<file path="src/rtl/sched_pkg.sv">
// Shared definitions for round-robin schedulers in the child hierarchy.
package sched_pkg;

  // Scheduler FSM states.
  typedef enum logic [1:0] {
    IDLE  = 2'd0,
    GRANT = 2'd1,
    TURN  = 2'd2
  } sched_state_e;

  localparam int DEF_N_REQ    = 5;
  localparam int DEF_MAX_HOLD = 16;

  // Reference round-robin pick for up to 16 requesters: returns {found, idx}.
  // Scans ptr, ptr+1, ... wrapping at n; the first set request wins.
  function automatic logic [4:0] rr_pick(input logic [15:0] req,
                                         input logic [3:0]  ptr,
                                         input int          n);
    logic [4:0] res;
    int         j;
    res = 5'd0;
    for (int k = 15; k >= 0; k--) begin
      j = (int'(ptr) + k) % n;
      if ((k < n) && req[j]) begin
        res = {1'b1, 4'(j)};
      end else begin
        res = res;
      end
    end
    return res;
  endfunction

endpackage

</file>
<file path="src/rtl/rr_pick_comb.sv">
// Rotate-priority encoder: rotate req by ptr, find first set, un-rotate.
module rr_pick_comb #(
  parameter int N = 5,
  parameter int W = $clog2(N)
) (
  input  logic [N-1:0] req_i,
  input  logic [W-1:0] ptr_i,
  output logic         found_o,
  output logic [W-1:0] idx_o
);

  logic [N-1:0] rot_s;
  logic [W-1:0] off_s;
  logic [W:0]   sum_s;

  // Rotate so that bit 0 of rot_s is the requester at ptr_i.
  always_comb begin
    int src;
    rot_s = '0;
    for (int i = 0; i < N; i++) begin
      src = i + int'(ptr_i);
      if (src >= N) begin
        src = src - N;
      end else begin
        src = src;
      end
      rot_s[i] = req_i[src];
    end
  end

  // Lowest set bit of the rotated vector is the winner's offset from ptr.
  always_comb begin
    found_o = 1'b0;
    off_s   = '0;
    for (int i = N - 1; i >= 0; i--) begin
      if (rot_s[i]) begin
        found_o = 1'b1;
        off_s   = W'(i);
      end else begin
        off_s = off_s;
      end
    end
  end

  // Un-rotate: winner index is (ptr + offset) mod N.
  always_comb begin
    sum_s = {1'b0, ptr_i} + {1'b0, off_s};
    if (sum_s >= (W+1)'(N)) begin
      idx_o = W'(sum_s - (W+1)'(N));
    end else begin
      idx_o = sum_s[W-1:0];
    end
  end

endmodule

</file>
<file path="src/rtl/child_rr_scheduler.sv">
// Round-robin scheduler sharing one resource among N_REQ child instances,
// with grant locking, bounded hold time and a one-cycle turnaround gap.
module child_rr_scheduler
  import sched_pkg::*;
#(
  parameter int N_REQ    = DEF_N_REQ,
  parameter int MAX_HOLD = DEF_MAX_HOLD,
  parameter int IDW      = $clog2(N_REQ)
) (
  input  logic             clk,
  input  logic             rst,
  input  logic             en,
  input  logic [N_REQ-1:0] req,
  output logic [N_REQ-1:0] gnt,
  output logic [IDW-1:0]   gnt_id,
  output logic             busy,
  output logic             preempt
);

  localparam int CW = (MAX_HOLD > 0) ? $clog2(MAX_HOLD + 1) : 1;
  localparam logic [CW-1:0] HOLD_MAX = CW'(MAX_HOLD);
  localparam logic [CW-1:0] HOLD_LIM = CW'(MAX_HOLD - 1);

  sched_state_e     state_q;
  logic [IDW-1:0]   rr_ptr_q;
  logic [CW-1:0]    hold_cnt_q;
  logic [N_REQ-1:0] gnt_q;
  logic [IDW-1:0]   gnt_id_q;
  logic             busy_q;
  logic             preempt_q;

  logic             pick_found_s;
  logic [IDW-1:0]   pick_idx_s;
  logic [N_REQ-1:0] pick_onehot_s;
  logic [IDW-1:0]   next_ptr_d;
  logic             owner_req_s;
  logic             others_s;
  logic             preempt_hit_s;

  rr_pick_comb #(.N(N_REQ), .W(IDW)) u_pick (
    .req_i   (req),
    .ptr_i   (rr_ptr_q),
    .found_o (pick_found_s),
    .idx_o   (pick_idx_s)
  );

  assign pick_onehot_s = {{(N_REQ-1){1'b0}}, 1'b1} << pick_idx_s;
  assign owner_req_s   = req[gnt_id_q];
  assign others_s      = |(req & ~gnt_q);

  // Pointer moves just past the current owner when it gives up the grant.
  always_comb begin
    if (gnt_id_q == IDW'(N_REQ - 1)) begin
      next_ptr_d = '0;
    end else begin
      next_ptr_d = gnt_id_q + IDW'(1);
    end
  end

  // Hold limit only forces a release when someone else is waiting.
  if (MAX_HOLD == 0) begin : g_no_preempt
    assign preempt_hit_s = 1'b0;
  end else begin : g_preempt
    assign preempt_hit_s = (hold_cnt_q >= HOLD_LIM) && others_s;
  end

  // Scheduler FSM with hold counter and registered outputs.
  always_ff @(posedge clk or posedge rst) begin
    if (rst) begin
      state_q    <= IDLE;
      rr_ptr_q   <= '0;
      hold_cnt_q <= '0;
      gnt_q      <= '0;
      gnt_id_q   <= '0;
      busy_q     <= 1'b0;
      preempt_q  <= 1'b0;
    end else begin
      case (state_q)
        IDLE, TURN: begin
          preempt_q <= 1'b0;
          if (en && pick_found_s) begin
            state_q    <= GRANT;
            gnt_q      <= pick_onehot_s;
            gnt_id_q   <= pick_idx_s;
            busy_q     <= 1'b1;
            hold_cnt_q <= '0;
          end else begin
            state_q <= IDLE;
            gnt_q   <= '0;
            busy_q  <= 1'b0;
          end
        end
        GRANT: begin
          if (!owner_req_s || preempt_hit_s) begin
            // Release wins over the hold limit when both happen together.
            state_q    <= TURN;
            gnt_q      <= '0;
            busy_q     <= 1'b0;
            rr_ptr_q   <= next_ptr_d;
            hold_cnt_q <= '0;
            preempt_q  <= owner_req_s;
          end else begin
            preempt_q <= 1'b0;
            if (hold_cnt_q != HOLD_MAX) begin
              hold_cnt_q <= hold_cnt_q + CW'(1);
            end else begin
              hold_cnt_q <= hold_cnt_q;
            end
          end
        end
        default: begin
          state_q    <= IDLE;
          gnt_q      <= '0;
          busy_q     <= 1'b0;
          preempt_q  <= 1'b0;
          hold_cnt_q <= '0;
        end
      endcase
    end
  end

  assign gnt     = gnt_q;
  assign gnt_id  = gnt_id_q;
  assign busy    = busy_q;
  assign preempt = preempt_q;

endmodule

</file>
<file path="config.mk">
export PLATFORM = sky130hd
export DESIGN_NAME = child_rr_scheduler
export DESIGN_NICKNAME = d
export VERILOG_FILES = /design/src/rtl/sched_pkg.sv /design/src/rtl/rr_pick_comb.sv /design/src/rtl/child_rr_scheduler.sv
export SDC_FILE = /design/constraint.sdc
export NUM_CORES = 1
export LEC_CHECK = 0
export BUFFER_PORTS_ARGS = -buffer_cell sky130_fd_sc_hd__buf_2
export CORE_MARGIN = 10
export CORE_UTILIZATION = 55
export DETAILED_ROUTE_END_ITERATION = 10
export HOLD_SLACK_MARGIN = 0.12
export PLACE_DENSITY = 0.73
export SETUP_SLACK_MARGIN = 0.5
export SLEW_MARGIN = 25
export SYNTH_ARGS = -nofsm -noshare
export SYNTH_HDL_FRONTEND = slang
export SYNTH_SLANG_ARGS = --single-unit
</file>
<file path="constraint.sdc">
create_clock -name clk -period 14.9 [get_ports clk]
set_input_delay 2.98 -clock clk [delete_from_list [all_inputs] [get_ports clk]]
set_output_delay 2.98 -clock clk [all_outputs]
set_load 0.03 [all_outputs]
</file>
[Yosys cells after proc, flatten, opt, wreduce, memory -nomap -nowiden]
Index checks and enable logic that the tools add are counted.
Operators by class
  $add $sub $neg: 13
  $lt $le $gt $ge: 13
  equal/unequal tests: 7
  shift-type cells: 1
  multiplexer cells: 49
  bitwise gates (word level): 2
  reduce and logical (&&, ||, !) cells: 10
Operators with widths (number)
  $lt 32x5->1 const B: 5
  $mux 32: 5
  $ge 32x4->1 const B: 4
  $sub 32x4->32 const B: 4
  $mux 5: 5
  $mux 1: 21
  $mux 3: 7
  $pmux 5 s2: 2
  $bmux 1 s3: 6
  $add 2x3->4 const A: 2
  $reduce_and 2->1: 3
  $add 5x1->5 const B: 1
  $and 5x5->5: 1
  $ge 5x4->1 const B: 1
  $ne 5x5->1 const B: 1
  $not 5->5: 1
  $reduce_or 5->1: 1
  $shl 1x3->5 const A: 1
  $add 1x3->4 const A: 1
  $add 3x3->4: 1
  $add 3x3->4 const A: 1
  $ge 4x3->1 const B: 1
  $lt 3x4->1 const B: 1
  $ne 2x2->1 const B: 2
  16 further kinds: 17
Word-level totals
  register bits after elaboration: 20
  input port bits: 8
  output and inout port bits: 10
  logic and storage cells: 102

[Longest topological paths before layout]
Gate-level depths: netlist of run 1.
  word-level depth: 17
  gate-level depth with buffers: 23
  mapped depth without buffers: 21

[Hierarchy]
Synthesis of run 1 repeated with hierarchy kept, for this count alone.
Second synthesis, totals
  cells, all modules: 258
  area total of the unflattened synthesis: 2225.9 um2
By module, submodules not included
  rr_pick_comb: times used 1, cells an instance 158, area each 1188.6 um2, sequential area each 0.0 um2
  child_rr_scheduler: times used 1, cells an instance 100, area each 1037.2 um2, sequential area each 475.5 um2

[Worst setup path before layout of run 1]
OpenSTA, ideal clock, no wires.
  path kind: input to register
  start: in req[0]
  end: reg gnt_q[2] (netlist: gnt[2])
  library setup time: 0.122 ns
  arrival time: 6.511 ns
  required time: 14.778 ns
  slack: 8.267 ns
  stages on the path: 16
  path buffers: 1
  cell sequence: clkbuf_1 > mux2i_1 > mux4_2 > o21a_4 > nand2b_1 > a21oi_1 > ha_1 > fa_1 > inv_1 > ha_1 > nor2b_1 > o21ai_0 > a211oi_1 > mux2_2 > nor2b_1 > a32o_1
On the way
  word-level cells in the longest chain between the ends: 14
  elaborated cells between the ends (all ways): 41
  those cells by class: add/sub: 2; order compare: 1; eq/ne: 1; shift: 1; mux: 30; bitwise: 1; reduce/logical: 5
RTL lines
  start, declared: line child_rr_scheduler.sv:13  | input logic [N_REQ-1:0] req,
  $bmux 1 s3: line rr_pick_comb.sv:27  | rot_s[i] = req_i[src];
  $mux 1 (not written as such) (2 in a row): line rr_pick_comb.sv:27
  $mux 3 (5 in a row): line rr_pick_comb.sv:36  | if (rot_s[i]) begin
  $add 3x3->4: line rr_pick_comb.sv:47  | sum_s = {1'b0, ptr_i} + {1'b0, off_s};
  $ge 4x3->1 or $sub 3x3->3 (tied branches): line rr_pick_comb.sv:48, rr_pick_comb.sv:49
  $mux 3: line rr_pick_comb.sv:48  | if (sum_s >= (W+1)'(N)) begin
  $shl 1x3->5: line child_rr_scheduler.sv:47  | assign pick_onehot_s = {{(N_REQ-1){1'b0}}, 1'b1} << pick_idx_s;
  $mux 5: line child_rr_scheduler.sv:81  | if (en && pick_found_s) begin
  $pmux 5 s2: line child_rr_scheduler.sv:78  | case (state_q)
  end signal, assigned: line child_rr_scheduler.sv:83  | gnt_q <= pick_onehot_s;
  end, declared: line child_rr_scheduler.sv:27  | logic [N_REQ-1:0] gnt_q;
Parallel ways exist; a longest one is shown, timed or not. The select of a mux whose other input is x is not followed.
A chain may end at the register's enable or synchronous reset.

[Worst setup path in the final report of run 1]
  start: in req[3]
  end: reg gnt_q[2] (netlist: gnt[2])
Same word-level chain as after synthesis.

==> results of run 1 <==
flip-flops by register name, indices dropped and copies added, names as in the netlist:
signal,count
rr_ptr_q,3
hold_cnt_q,5
state_q,1
gnt,5
busy,1
preempt,1
gnt_id,3
path summary, 6_finish.rpt:
path                             start            end  slack (ns)  depth (start not counted)
max                             req[3]         gnt[2]        8.26                         19
min                             gnt[3]         gnt[3]        0.55                          1
max reg2reg                rr_ptr_q[0]         gnt[2]        9.07                         22
min reg2reg                     gnt[3]         gnt[3]        0.55                          1
max in group asynchronous          rst  hold_cnt_q[4]       11.67                          2
min in group asynchronous          rst      gnt_id[2]        2.81                          2
cell usage in the layout (no fill, tap or decap), types with 2 or more instances in the layout:
cell type                   count
sky130_fd_sc_hd__a211o_1        2
sky130_fd_sc_hd__mux2_2         5
sky130_fd_sc_hd__o2111ai_1      3
sky130_fd_sc_hd__dfrtp_1       19
sky130_fd_sc_hd__nand3_1        2
sky130_fd_sc_hd__nor2_1        16
sky130_fd_sc_hd__a221oi_1       4
sky130_fd_sc_hd__o211ai_1       3
sky130_fd_sc_hd__a21oi_1        8
sky130_fd_sc_hd__fa_1           2
sky130_fd_sc_hd__mux2i_1       10
sky130_fd_sc_hd__and2_1         2
sky130_fd_sc_hd__o21ai_0        9
sky130_fd_sc_hd__nand2b_1      10
sky130_fd_sc_hd__o31ai_1        4
sky130_fd_sc_hd__o32ai_1        4
sky130_fd_sc_hd__nor2b_1        6
sky130_fd_sc_hd__buf_2         17
sky130_fd_sc_hd__mux2_4         2
sky130_fd_sc_hd__mux4_2         3
sky130_fd_sc_hd__a31oi_1        2
sky130_fd_sc_hd__a32o_1         4
sky130_fd_sc_hd__xnor2_1        7
sky130_fd_sc_hd__and3_1         3
sky130_fd_sc_hd__clkbuf_8       3
sky130_fd_sc_hd__o311ai_0       3
sky130_fd_sc_hd__nand4_1        2
sky130_fd_sc_hd__a211oi_1       2
sky130_fd_sc_hd__nor3_1         5
sky130_fd_sc_hd__o22ai_1        2
sky130_fd_sc_hd__ha_1          19
sky130_fd_sc_hd__nor3b_1        4
sky130_fd_sc_hd__inv_1         26
sky130_fd_sc_hd__nand2_1        7
layer usage:
metal  global-route usage (%)  up-vias  share of wire, %
met1                    19.83      831                48
met3                    3.201        6               5.6
li1                         -      871                 -
met4                    3.806        0               1.1
met5                        0        -                 0
met2                    21.72       50                45
worst max-delay path: cells and delay by family:
family | cells | cell delay [ns]
adders and majority gates | 3 | 0.79
and+or+nand+nor | 5 | 0.57
AOI/OAI and AO/OA | 6 | 1.18
buffers and inverters | 2 | 0.26
xor gates and xnor gates | 1 | 0.40
muxes | 2 | 0.61
area by class of cell:
| class | instances | area share (%) |
|---|---|---|
| Clock buffer | 3 | 1.862 |
| Clock inverter | 1 | 0.2257 |
| Inverter | 26 | 4.402 |
| Multi-Input combinational cell | 174 | 65.18 |
| Sequential cell | 19 | 21.44 |
| Tap cell | 48 | 2.709 |
| Timing Repair Buffer | 18 | 4.176 |
cells in the mapped netlist, drive strengths merged (4+ instances only):
cell / n
mux2: 7
nand2b: 10
mux2i: 11
nor3: 6
clkbuf: 5
nor3b: 4
o32ai: 4
a221oi: 4
o31ai: 4
ha: 19
nor2: 16
xnor2: 7
a32o: 4
o21ai: 9
a21oi: 9
nand2: 7
nor2b: 6
dfrtp: 19
inv: 26
buf: 4
kinds of logic (layout without fill, tap and decap cells):
logic type | after synthesis | after routing | synth area share, %
AO/OA/AOI/OAI | 61 | 61 | 23.70
XOR/XNOR | 7 | 7 | 2.970
adder cells (fa/ha/maj) | 21 | 21 | 13.45
buffers and inverters | 35 | 48 | 6.969
flip-flops | 19 | 19 | 23.03
multiplexers | 21 | 21 | 12.97
AND/OR/NAND/NOR | 64 | 64 | 16.91
metrics by stage:
stage               worst slack (ns)  utilization [%]  std cells  hold slack, ns
floorplan                      8.267                -        228          0.5154
global placement               8.067            59.75        285          0.5162
detailed placement             7.973            59.75        285          0.5200
CTS                            8.231            61.02        289          0.5383
global route                   7.755            61.02        289          0.5825
finish                         8.257            61.02        289          0.5478
==> results.md, run 1 <==
- STA puts the critical path data required time at 15.05 ns.
- The clock tree skew after final layout is 0.002816 ns.
- The first-pass GRT wire length is 7.576 mm.
- At the worst endpoint, the arrival time is 6.80 ns.
- The number of buffers inserted to repair setup after CTS is 0.
- The growth of design area from synthesis to finish is 7.394%.
- In this run the clock root is driven by a sky130_fd_sc_hd__clkbuf_8.
- After detailed routing, the total wire length is 4.598 mm.
- The flow ran to the end, and the final reports show no timing, DRC or antenna violations.
- The initial cell density of the core is 56.82%.
- The post-route netlist has 17.01% of its cells at a drive strength greater than 1.
- The count of maximum capacitance violations is 0.
- The die covers 6604 sq um.
- Yosys mapped a number of flops with a built-in enable equal to 0.
- The max-slew violation count came to 0.
- Once detailed placement completed, the half-perimeter wirelength came to 3.536 mm.
- Subtracting the final worst setup slack from the clock period gives 6.643 ns.
- The DRC violation count after routing is 0.
- The via density per instance is 6.083.
- The die width is 81.27 um.
- The post-CTS clock slew at the launch and capture registers of the worst setup and hold paths is 0.07 ns.
- The net count after synthesis is 257.
- For this run, the post-layout net count is 271.
- The die is 81.27 um tall.
- The netlist uses 55 different library cells.
- Setup repair after global routing left no endpoint under its margin.
- During placement, the flow inserted port buffers numbering 17.
- The initial antenna violation count is 0.
- The share of synthesized area in the top cell type comes to 23.03%.
- After the first detailed-routing iteration, the DRC count stood at 114.
- In this run, post-CTS repair resized a total of 0 instances.
- At the pin with the least slew margin, the transition time is 0.6662 ns.
- The weighted congestion at the end of routability-driven global placement is 0.8853.
- The number of I/O pins is 18.
- On the worst path, the slowest cell contributes a delay of 0.44 ns.
- The sequential share of the synthesized area is 23.03%.
- The post-synthesis cell type with the largest combined area is sky130_fd_sc_hd__dfrtp_1.
- Registers take 475.5 sq um.
- Counting flops with an async set or reset pin after synthesis yields a share of 100.0%.
- The number of fill cells in the layout is 321.
- For this run, the top clock speed supported by timing is 0.1505 GHz.
- The number of iterations in the first detailed-routing pass is 4.
- After floorplanning, the core was divided into 22 placement rows.
- The clock net in this run drives a total of 19 sinks.
- STA classifies the critical path startpoint as an input port.
- The sum of negative setup slack is 0 ns.
- The number of global-route vias before repair is 1,602.
- The path type of the worst min-delay path is reg2reg.
- The final antenna-violating net count is 0.
- Buffers inserted during clock tree synthesis total 3.
- The maximum fanout count along the critical path is 12.
- The worst setup path is captured at a flop.
- The clock tree from TritonCTS is built.
- The cell with the biggest individual delay on the critical path is sky130_fd_sc_hd__fa_1.
- The netlist area before placement is 2064 sq um.
- The worst setup path category is in2reg.
- The post-place instance area is 2171 sq um.
- The region available for standard cell placement spans 3633 sq um.
- The number of hold violations in the final report is 0.
- The finished cells cover 2217 sq um.
- The portion of the clock cycle consumed by the worst path in the final layout is 44.58%.
- Among all flip-flop cells after synthesis, the most frequent one is sky130_fd_sc_hd__dfrtp_1.
- Across every metal layer, demand over resource in global routing totals 14.30%.
- The deepest clock path buffer count is 2.
- Entering global routing, the biggest net connects 24 pins.
- The clock reaches the later pin of the worst-skew pair after 0.26 ns.
- Counting flops and latches in the post-synthesis netlist gives 19.
- The gate count of the mapped netlist is 228.
- For this run the aggregate overflow at the end of global routing stands at 0.
- The routed via count is 1,758.
- The multi-input combinational cells in the finished layout cover a total of 1445 sq um.
- The number of antenna diodes in the final layout is 0.
- Headroom to the max-slew limit came out at 55.54%.
- Setup violations remaining at the end of the flow were counted as 0.
- In this run the number of H-tree levels came out at 1.
- The average detailed-routed wire length per instance is 15.91 um.
- The quantity of hold-fixing buffers added after cts is 0.
- The total of warnings raised by yosys is 0.
- After synthesis, the cell types taking the most area are sky130_fd_sc_hd__dfrtp_1 (23%), sky130_fd_sc_hd__ha_1 (12%), sky130_fd_sc_hd__mux2i_1 (4.8%), sky130_fd_sc_hd__inv_1 (4.7%), sky130_fd_sc_hd__mux4_2 (3.3%).
- Traced cell by cell, the critical path runs through buf_2 -> nand2_1 -> a211o_1 -> o311ai_0 -> mux2_2 -> mux2i_2 -> nand2b_1 -> a21oi_1 -> ha_1 -> fa_1 -> inv_1 -> ha_1 -> nor2b_1 -> o21ai_0 -> a211oi_1 -> nor2_1 -> xnor2_1 -> nor2b_1 -> a32o_1.
- The average cell area after synthesis is 9.055 sq um.
Power of run 1 is left out: the tool's default activity adds up to more than one toggle a clock period on the data nets, which glitch-free logic cannot reach.
==> run 2: changes to the inputs <==
--- a/config.mk
+++ b/config.mk
@@ -7,10 +7,10 @@
 export LEC_CHECK = 0
 export BUFFER_PORTS_ARGS = -buffer_cell sky130_fd_sc_hd__buf_2
 export CORE_MARGIN = 10
-export CORE_UTILIZATION = 55
+export CORE_UTILIZATION = 54
 export DETAILED_ROUTE_END_ITERATION = 10
 export HOLD_SLACK_MARGIN = 0.12
-export PLACE_DENSITY = 0.73
+export PLACE_DENSITY = 0.75
 export SETUP_SLACK_MARGIN = 0.5
 export SLEW_MARGIN = 25
 export SYNTH_ARGS = -nofsm -noshare
==> constraint.sdc (replaced) <==
create_clock -name clk -period 5.5 [get_ports clk]
set_input_delay 1.1 -clock clk [delete_from_list [all_inputs] [get_ports clk]]
set_output_delay 1.1 -clock clk [all_outputs]
set_load 0.03 [all_outputs]
==> results.md, run 2 (synthesis gave the netlist of run 1 again) <==
- The flow ran to the end, and the final reports show no timing, DRC or antenna violations.
- The die covers 6696 sq um.
- STA classifies the critical path startpoint as a flop.
- The growth of design area from synthesis to finish is 17.58%.
- The total track usage is 16.42%.
- The number of nets in the final layout is 284.
- Clock-pin slew was measured on the worst setup and hold paths at 0.07 ns.
- The worst setup path category is reg2reg.
- Global routing finished with a remaining overflow of 0.
- Leaving out fill and tap cells, the most frequent cells in the layout are sky130_fd_sc_hd__inv_1 (23), sky130_fd_sc_hd__dfrtp_1 (18), sky130_fd_sc_hd__buf_2 (17), sky130_fd_sc_hd__nor2_1 (14), sky130_fd_sc_hd__buf_4 (13).
- The peak clock frequency supported by timing is 0.2080 GHz.
- The via density per instance is 6.103.
- The floorplan has 22 rows.
- The final instance count without filler cells is 302.
- Setup repair after global routing left no endpoint under its margin.
- The number of fill cells in the layout is 323.
- For this design, the slowest cell found on the critical path is sky130_fd_sc_hd__fa_2.
- The worst register-to-register path ends at gnt[2].
- The initial antenna violation count was 0.
- The maximum fanout count along the critical path is 4.
- The core region is 3689 sq um.
- Before CTS, the worst setup slack after placement is 0.3810 ns.
- The path type of the worst min-delay path is reg2reg.
- The endpoint kind of the worst setup timing path is a flop.
- CTS placed an instance of sky130_fd_sc_hd__clkbuf_8 at the clock tree root.
- The clock tree from TritonCTS is built.
- Setup slack on the worst reg-to-reg path comes out at 0.69 ns.
- The sum of negative setup slack is 0 ns.
- Across all setup checks in the final design, the least slack found is 0.6920 ns.
- The H-tree depth reported by CTS is 1.
- The count of maximum capacitance violations is 0.
- The number of global-route vias before repair was 1,833.
- Counting cells, the worst reg-to-reg path comes to 21.
- The number of iterations in the first detailed-routing pass is 4.
- The wire length reported by the detailed router is 5.252 mm.
- The number of hold buffers added after CTS was 0.
- In this run, the number of DRC markers left after iteration 0 of detailed routing was 154.
- The critical path goes through inv_2 -> ha_2 -> inv_1 -> fa_2 -> buf_4 -> o211ai_1 -> o311ai_0 -> mux2_4 -> mux2i_4 -> nand2b_1 -> a21oi_2 -> ha_2 -> fa_1 -> inv_2 -> ha_4 -> nor2b_4 -> o21ai_0 -> a211oi_2 -> mux2_4 -> nor2b_1 -> a32o_1.
- The deepest clock path buffer count is 2.
- The endpoint arrival time on the critical path is 4.96 ns.
- The count of buffers inserted at the top-level ports is 17.
- The startpoint identified for the worst register-to-register timing path is rr_ptr_q[0].
- At the later pin of the worst-skew pair, clock insertion delay measures 0.26 ns.
- Of the cells placed in the final design, the portion with a size suffix greater than 1 is 28.74%.
- The height of the die is 81.83 um.
- Summing over every cut layer, the via total after detailed routing is 1,843.
- The max-slew violation count is 0.
- The HPWL after detailed placement is 3.816 mm.
- Measured along the x axis, the die boundary spans 81.83 um.
- The total instance count after detailed placement is 287.
- The clock period could shrink to 4.808 ns.
- Of the available clock period, the critical path in the final layout requires 87.42%.
- The number of I/O pins is 18.
- The headroom to the max-slew limit is 52.28%.
- The count of nets left with antenna violations once routing finished came out at 0.
- In this run the most critical hold path is launched from gnt[0].
- Routability-driven placement finished with a final weighted congestion of 0.9407.
- The average detailed-routed wire length per instance is 17.39 um.
- For the worst setup path, the data required time is 5.65 ns.
- The number of cells traversed by the worst hold path is 1.
- The number of clock buffers added by TritonCTS is 3.
- The number of hold violations in the final report is 0.
- The initial cell density of the core is 55.97%.
- The commonest non-fill, non-tap cell in the layout is sky130_fd_sc_hd__inv_1.
- For the pin with the worst max-slew slack, the measured transition is 0.7150 ns.
- The worst hold path terminates at gnt[0].
- The pin count of the biggest net entering global routing is 23.
- The peak per-stage delay on the critical path is 0.44 ns.
- Setup violations remaining at the end of the flow were counted as 0.
- For the final database, setup skew stands at 0.001420 ns.
- In the routed design, unresolved DRC markers number 0.
- The first global-routing pass estimated 8.797 mm of wire.
- The total inserted antenna cells is 0.
- The clock sink count is 19.
- The worst hold slack across all endpoints is 0.5433 ns.
[run 2: changes by cell type in the layout (fill, tap and decap cells not counted), moves of 2 or more]
cell / previous run / this run
sky130_fd_sc_hd__mux2i_4: 0 / 2
sky130_fd_sc_hd__a21oi_1: 8 / 6
sky130_fd_sc_hd__nor2_1: 16 / 14
sky130_fd_sc_hd__inv_1: 26 / 23
sky130_fd_sc_hd__ha_2: 0 / 5
sky130_fd_sc_hd__mux2_4: 2 / 4
sky130_fd_sc_hd__mux2_2: 5 / 3
sky130_fd_sc_hd__ha_1: 19 / 12
sky130_fd_sc_hd__a21oi_2: 1 / 3
sky130_fd_sc_hd__inv_2: 0 / 3
sky130_fd_sc_hd__buf_4: 1 / 13
sky130_fd_sc_hd__ha_4: 0 / 2
[run 2: final cells by class]
type	count	area, sq um	area share, %
clock buffer	4	45.04	1.856
inverter	26	97.59	4.021
multi-input combinational	174	1551	63.92
sequential	19	479.2	19.74
tap	48	60.06	2.474
timing repair buffer	31	193.9	7.990
[run 2: critical path: cells and delay by family (launching register included)]
family,cells,cell delay [ns]
AND/OR/NAND/NOR,3,0.39
flip-flops,1,0.39
multiplexers,3,0.89
adder cells (fa/ha/maj),5,1.40
buffers and inverters,4,0.42
AO/OA/AOI/OAI,6,1.21
[run 2: metrics by stage]
step / util, % / cell area [sq um]
2_1_floorplan: - / 2082
3_3_place_gp: 59.70 / 2202
3_5_place_dp: 59.70 / 2202
4_1_cts: 61.67 / 2275
5_1_grt: 65.81 / 2427
6_report: 65.81 / 2427
[run 2: timing repair]
action	CTS	global route
setup buffers	2	9
cloned	0	0
endpoints found under the setup margin	5	7
gates resized for setup	5	22
pin swaps	1	6
[run 2: worst max path at each step]
stage	from	to	slack, ns	cells past startpoint
after global routing	rr_ptr_q[0]	gnt[2]	0.43	20
after floorplan	rr_ptr_q[0]	gnt[3]	0.52	22
after detailed placement	rr_ptr_q[0]	gnt[3]	0.38	20
after global placement	rr_ptr_q[0]	gnt[3]	0.50	20
after CTS	rr_ptr_q[1]	gnt[2]	0.54	20
final	rr_ptr_q[0]	gnt[2]	0.69	21
[run 2: per-layer routing]
metal	track usage (%)	wire, um	share of wire, %
met4	5.952	91	1.7
met2	25.63	2518	48
met3	3.384	307	5.8
met5	0	0	0
met1	21.86	2335	44
Power of run 2 is left out for the same reason.
==> run 3: changes to the inputs <==
--- a/config.mk
+++ b/config.mk
@@ -6,11 +6,13 @@
 export NUM_CORES = 1
 export LEC_CHECK = 0
 export BUFFER_PORTS_ARGS = -buffer_cell sky130_fd_sc_hd__buf_2
-export CORE_MARGIN = 10
-export CORE_UTILIZATION = 54
+export CELL_PAD_IN_SITES_DETAIL_PLACEMENT = 0
+export CELL_PAD_IN_SITES_GLOBAL_PLACEMENT = 1
+export CORE_MARGIN = 2
+export CORE_UTILIZATION = 42
 export DETAILED_ROUTE_END_ITERATION = 10
 export HOLD_SLACK_MARGIN = 0.12
-export PLACE_DENSITY = 0.75
+export PLACE_DENSITY = 0.76
 export SETUP_SLACK_MARGIN = 0.5
 export SLEW_MARGIN = 25
 export SYNTH_ARGS = -nofsm -noshare
==> results.md, run 3 (synthesis gave the netlist of run 1 again) <==
- The run finished with clean final reports.
- The area of the die is 5492 sq um.
- The commonest non-fill, non-tap cell in the layout is sky130_fd_sc_hd__inv_1.
- The global-route track usage on met1 is 27.07%.
- The number of global-route vias before repair is 1,659.
- The sum of negative setup slack is 0 ns.
- The clock tree from TritonCTS is built.
- For the worst-skew pair, the clock arrives at the later sink with an insertion delay of 0.26 ns.
- After global routing the overflow that remains totals 0.
- The initial cell density of the core is 43.71%.
- The startpoint kind of the worst setup timing path is a flop.
- The peak clock frequency supported by timing is 0.2094 GHz.
- The max-slew violation count is 0.
- The transition time of the tightest slew-check pin is 0.7200 ns.
- Setup repair after global routing left no endpoint under its margin.
- At the end of routability-driven placement, the weighted congestion stood at 0.8096.
- Counting every sink on the clock net gives 19.
- CTS built an H-tree with a depth of 1.
- The count of nets left with antenna violations once routing finished came out at 0.
- For this run, design rule violations remaining after detail routing come to 0.
- The final layout contains routed wiring with a total length of 5.116 mm.
- Summed over all nets, the half-perimeter wirelength after detailed placement is 3.819 mm.
- The total track usage is 19.63%.
- Detailed routing inserted a total of 1,795 vias.
- The number of nets in the final layout is 281.
- The number of hold violations in the final report is 0.
- The global-route met2 utilization is 33.33%.
- The top cell types in the final layout, fill and taps aside, are sky130_fd_sc_hd__inv_1 (24), sky130_fd_sc_hd__dfrtp_1 (18), sky130_fd_sc_hd__buf_2 (17), sky130_fd_sc_hd__nor2_1 (15), sky130_fd_sc_hd__ha_1 (14).
- Setup violations remaining at the end of the flow were counted as 0.
- In the global route stage, met3 resource usage came out at 3.252%.
- The quantity of hold-fixing buffers added after cts is 0.
- After detailed placement, the total cell area comes to 2233 sq um.
- Dividing the final minimum period by the clock period gives 86.84%.
- The number of iterations in the first detailed-routing pass is 4.
- Across the run, the number of max-cap violations was 0.
- The number of I/O pins is 18.
- The average detailed-routed wire length per instance is 16.09 um.
- The via density per instance is 5.645.
- The count of buffers inserted at the top-level ports is 17.
- The maximum fanout count along the critical path is 8.
- The path type of the worst min-delay path is reg2reg.
- OpenSTA, run right after detailed placement, puts the worst setup slack at 0.3559 ns.
- The die width is 74.11 um.
- The endpoint kind of the worst setup timing path is a flop.
- Between clock sinks in the finished design, the worst skew comes to 0.002659 ns.
- The clock tree root buffer cell is sky130_fd_sc_hd__clkbuf_8.
- Once routing completed, OpenROAD measured the worst setup slack at 0.7238 ns.
- The core region is 4723 sq um.
- The finished cells cover 2399 sq um.
- At the end of the flow the core is filled with cells to 50.78%.
- The pin count of the biggest net entering global routing is 23.
- The fraction of final layout cells with drive strength greater than 1 is 26.29%.
- The area of combinational cells with multiple inputs is 1520 sq um.
- Fill cells in the final layout number 455.
- The initial detailed-routing violation count is 108.
- The endpoint arrival time on the critical path is 4.93 ns.
- The area growth from synthesis to layout is 16.18%.
- The peak-usage layer in the global routing report is met2.
- TritonCTS created 3 clock buffers.
- The worst setup path is of the reg2reg kind.
- Registers take 476.7 sq um.
- The headroom to the max-slew limit is 51.95%.
- Clock-pin slew was measured on the worst setup and hold paths at 0.07 ns.
- The required time of the critical path is 5.65 ns.
- The total inserted antenna cells is 0.
- After floorplanning, the core was divided into 25 placement rows.
- The minimum clock period after layout is 4.776 ns.
- The first-pass GRT wire length is 8.307 mm.
- The deepest clock path buffer count is 2.
- The initial antenna violation count came to 0.
- The height of the die is 74.11 um.
==> run 3: final cells by class <==
class	count	share of cell area [%]
multi-input cells	174	63.38
flip-flops and latches	19	19.87
repair buffers	28	6.990
inverters	26	4.382
well taps	67	3.495
clock buffers	4	1.878
==> run 3: layer usage <==
metal,part of all wire (%),vias to the layer above
met4,0.66,0
met2,48,28
li1,-,891
met5,0,-
met3,3.0,5
met1,48,871
==> run 3: what timing repair did <==
item / CTS / global route
endpoints found under the setup margin: 5 / 8
buffers inserted: 1 / 6
resized for setup: 6 / 14
pin swaps: 1 / 2
==> run 3: per-stage QoR <==
| step | instances | hold slack (ns) |
|---|---|---|
| 5_1_grt | 318 | 0.5785 |
| 2_1_floorplan | 228 | 0.5154 |
| 6_report | 318 | 0.5415 |
| 4_1_cts | 312 | 0.5393 |
| 3_3_place_gp | 307 | 0.5183 |
| 3_5_place_dp | 307 | 0.5150 |
==> run 3: worst paths after layout <==
check | from | to | slack [ns] | cells past startpoint
setup / recovery | rr_ptr_q[0] | gnt[3] | 0.72 | 20
min in group asynchronous | rst | state_q[1] | 0.95 | 2
setup reg to reg | rr_ptr_q[0] | gnt[3] | 0.72 | 20
max in group asynchronous | rst | rr_ptr_q[1] | 4.05 | 2
hold / removal | gnt[0] | gnt[0] | 0.54 | 1
hold reg to reg | gnt[0] | gnt[0] | 0.54 | 1
==> run 3: critical path, stage by stage (launching register included) <==
cell                       delay, ns
sky130_fd_sc_hd__dfrtp_1        0.41
sky130_fd_sc_hd__inv_4          0.11
sky130_fd_sc_hd__ha_1           0.17
sky130_fd_sc_hd__inv_1          0.06
sky130_fd_sc_hd__fa_2           0.46
sky130_fd_sc_hd__nor2_4         0.17
sky130_fd_sc_hd__mux2i_2        0.25
sky130_fd_sc_hd__mux2_2         0.38
sky130_fd_sc_hd__mux2i_4        0.19
sky130_fd_sc_hd__nand2b_1       0.10
sky130_fd_sc_hd__a21oi_2        0.15
sky130_fd_sc_hd__ha_2           0.20
sky130_fd_sc_hd__fa_1           0.43
sky130_fd_sc_hd__inv_1          0.09
sky130_fd_sc_hd__ha_1           0.15
sky130_fd_sc_hd__nor2b_2        0.15
sky130_fd_sc_hd__o21ai_0        0.10
sky130_fd_sc_hd__a211oi_2       0.31
sky130_fd_sc_hd__mux2_4         0.36
sky130_fd_sc_hd__nor2b_1        0.15
sky130_fd_sc_hd__a32o_1         0.26
Power of run 3 is left out for the same reason.
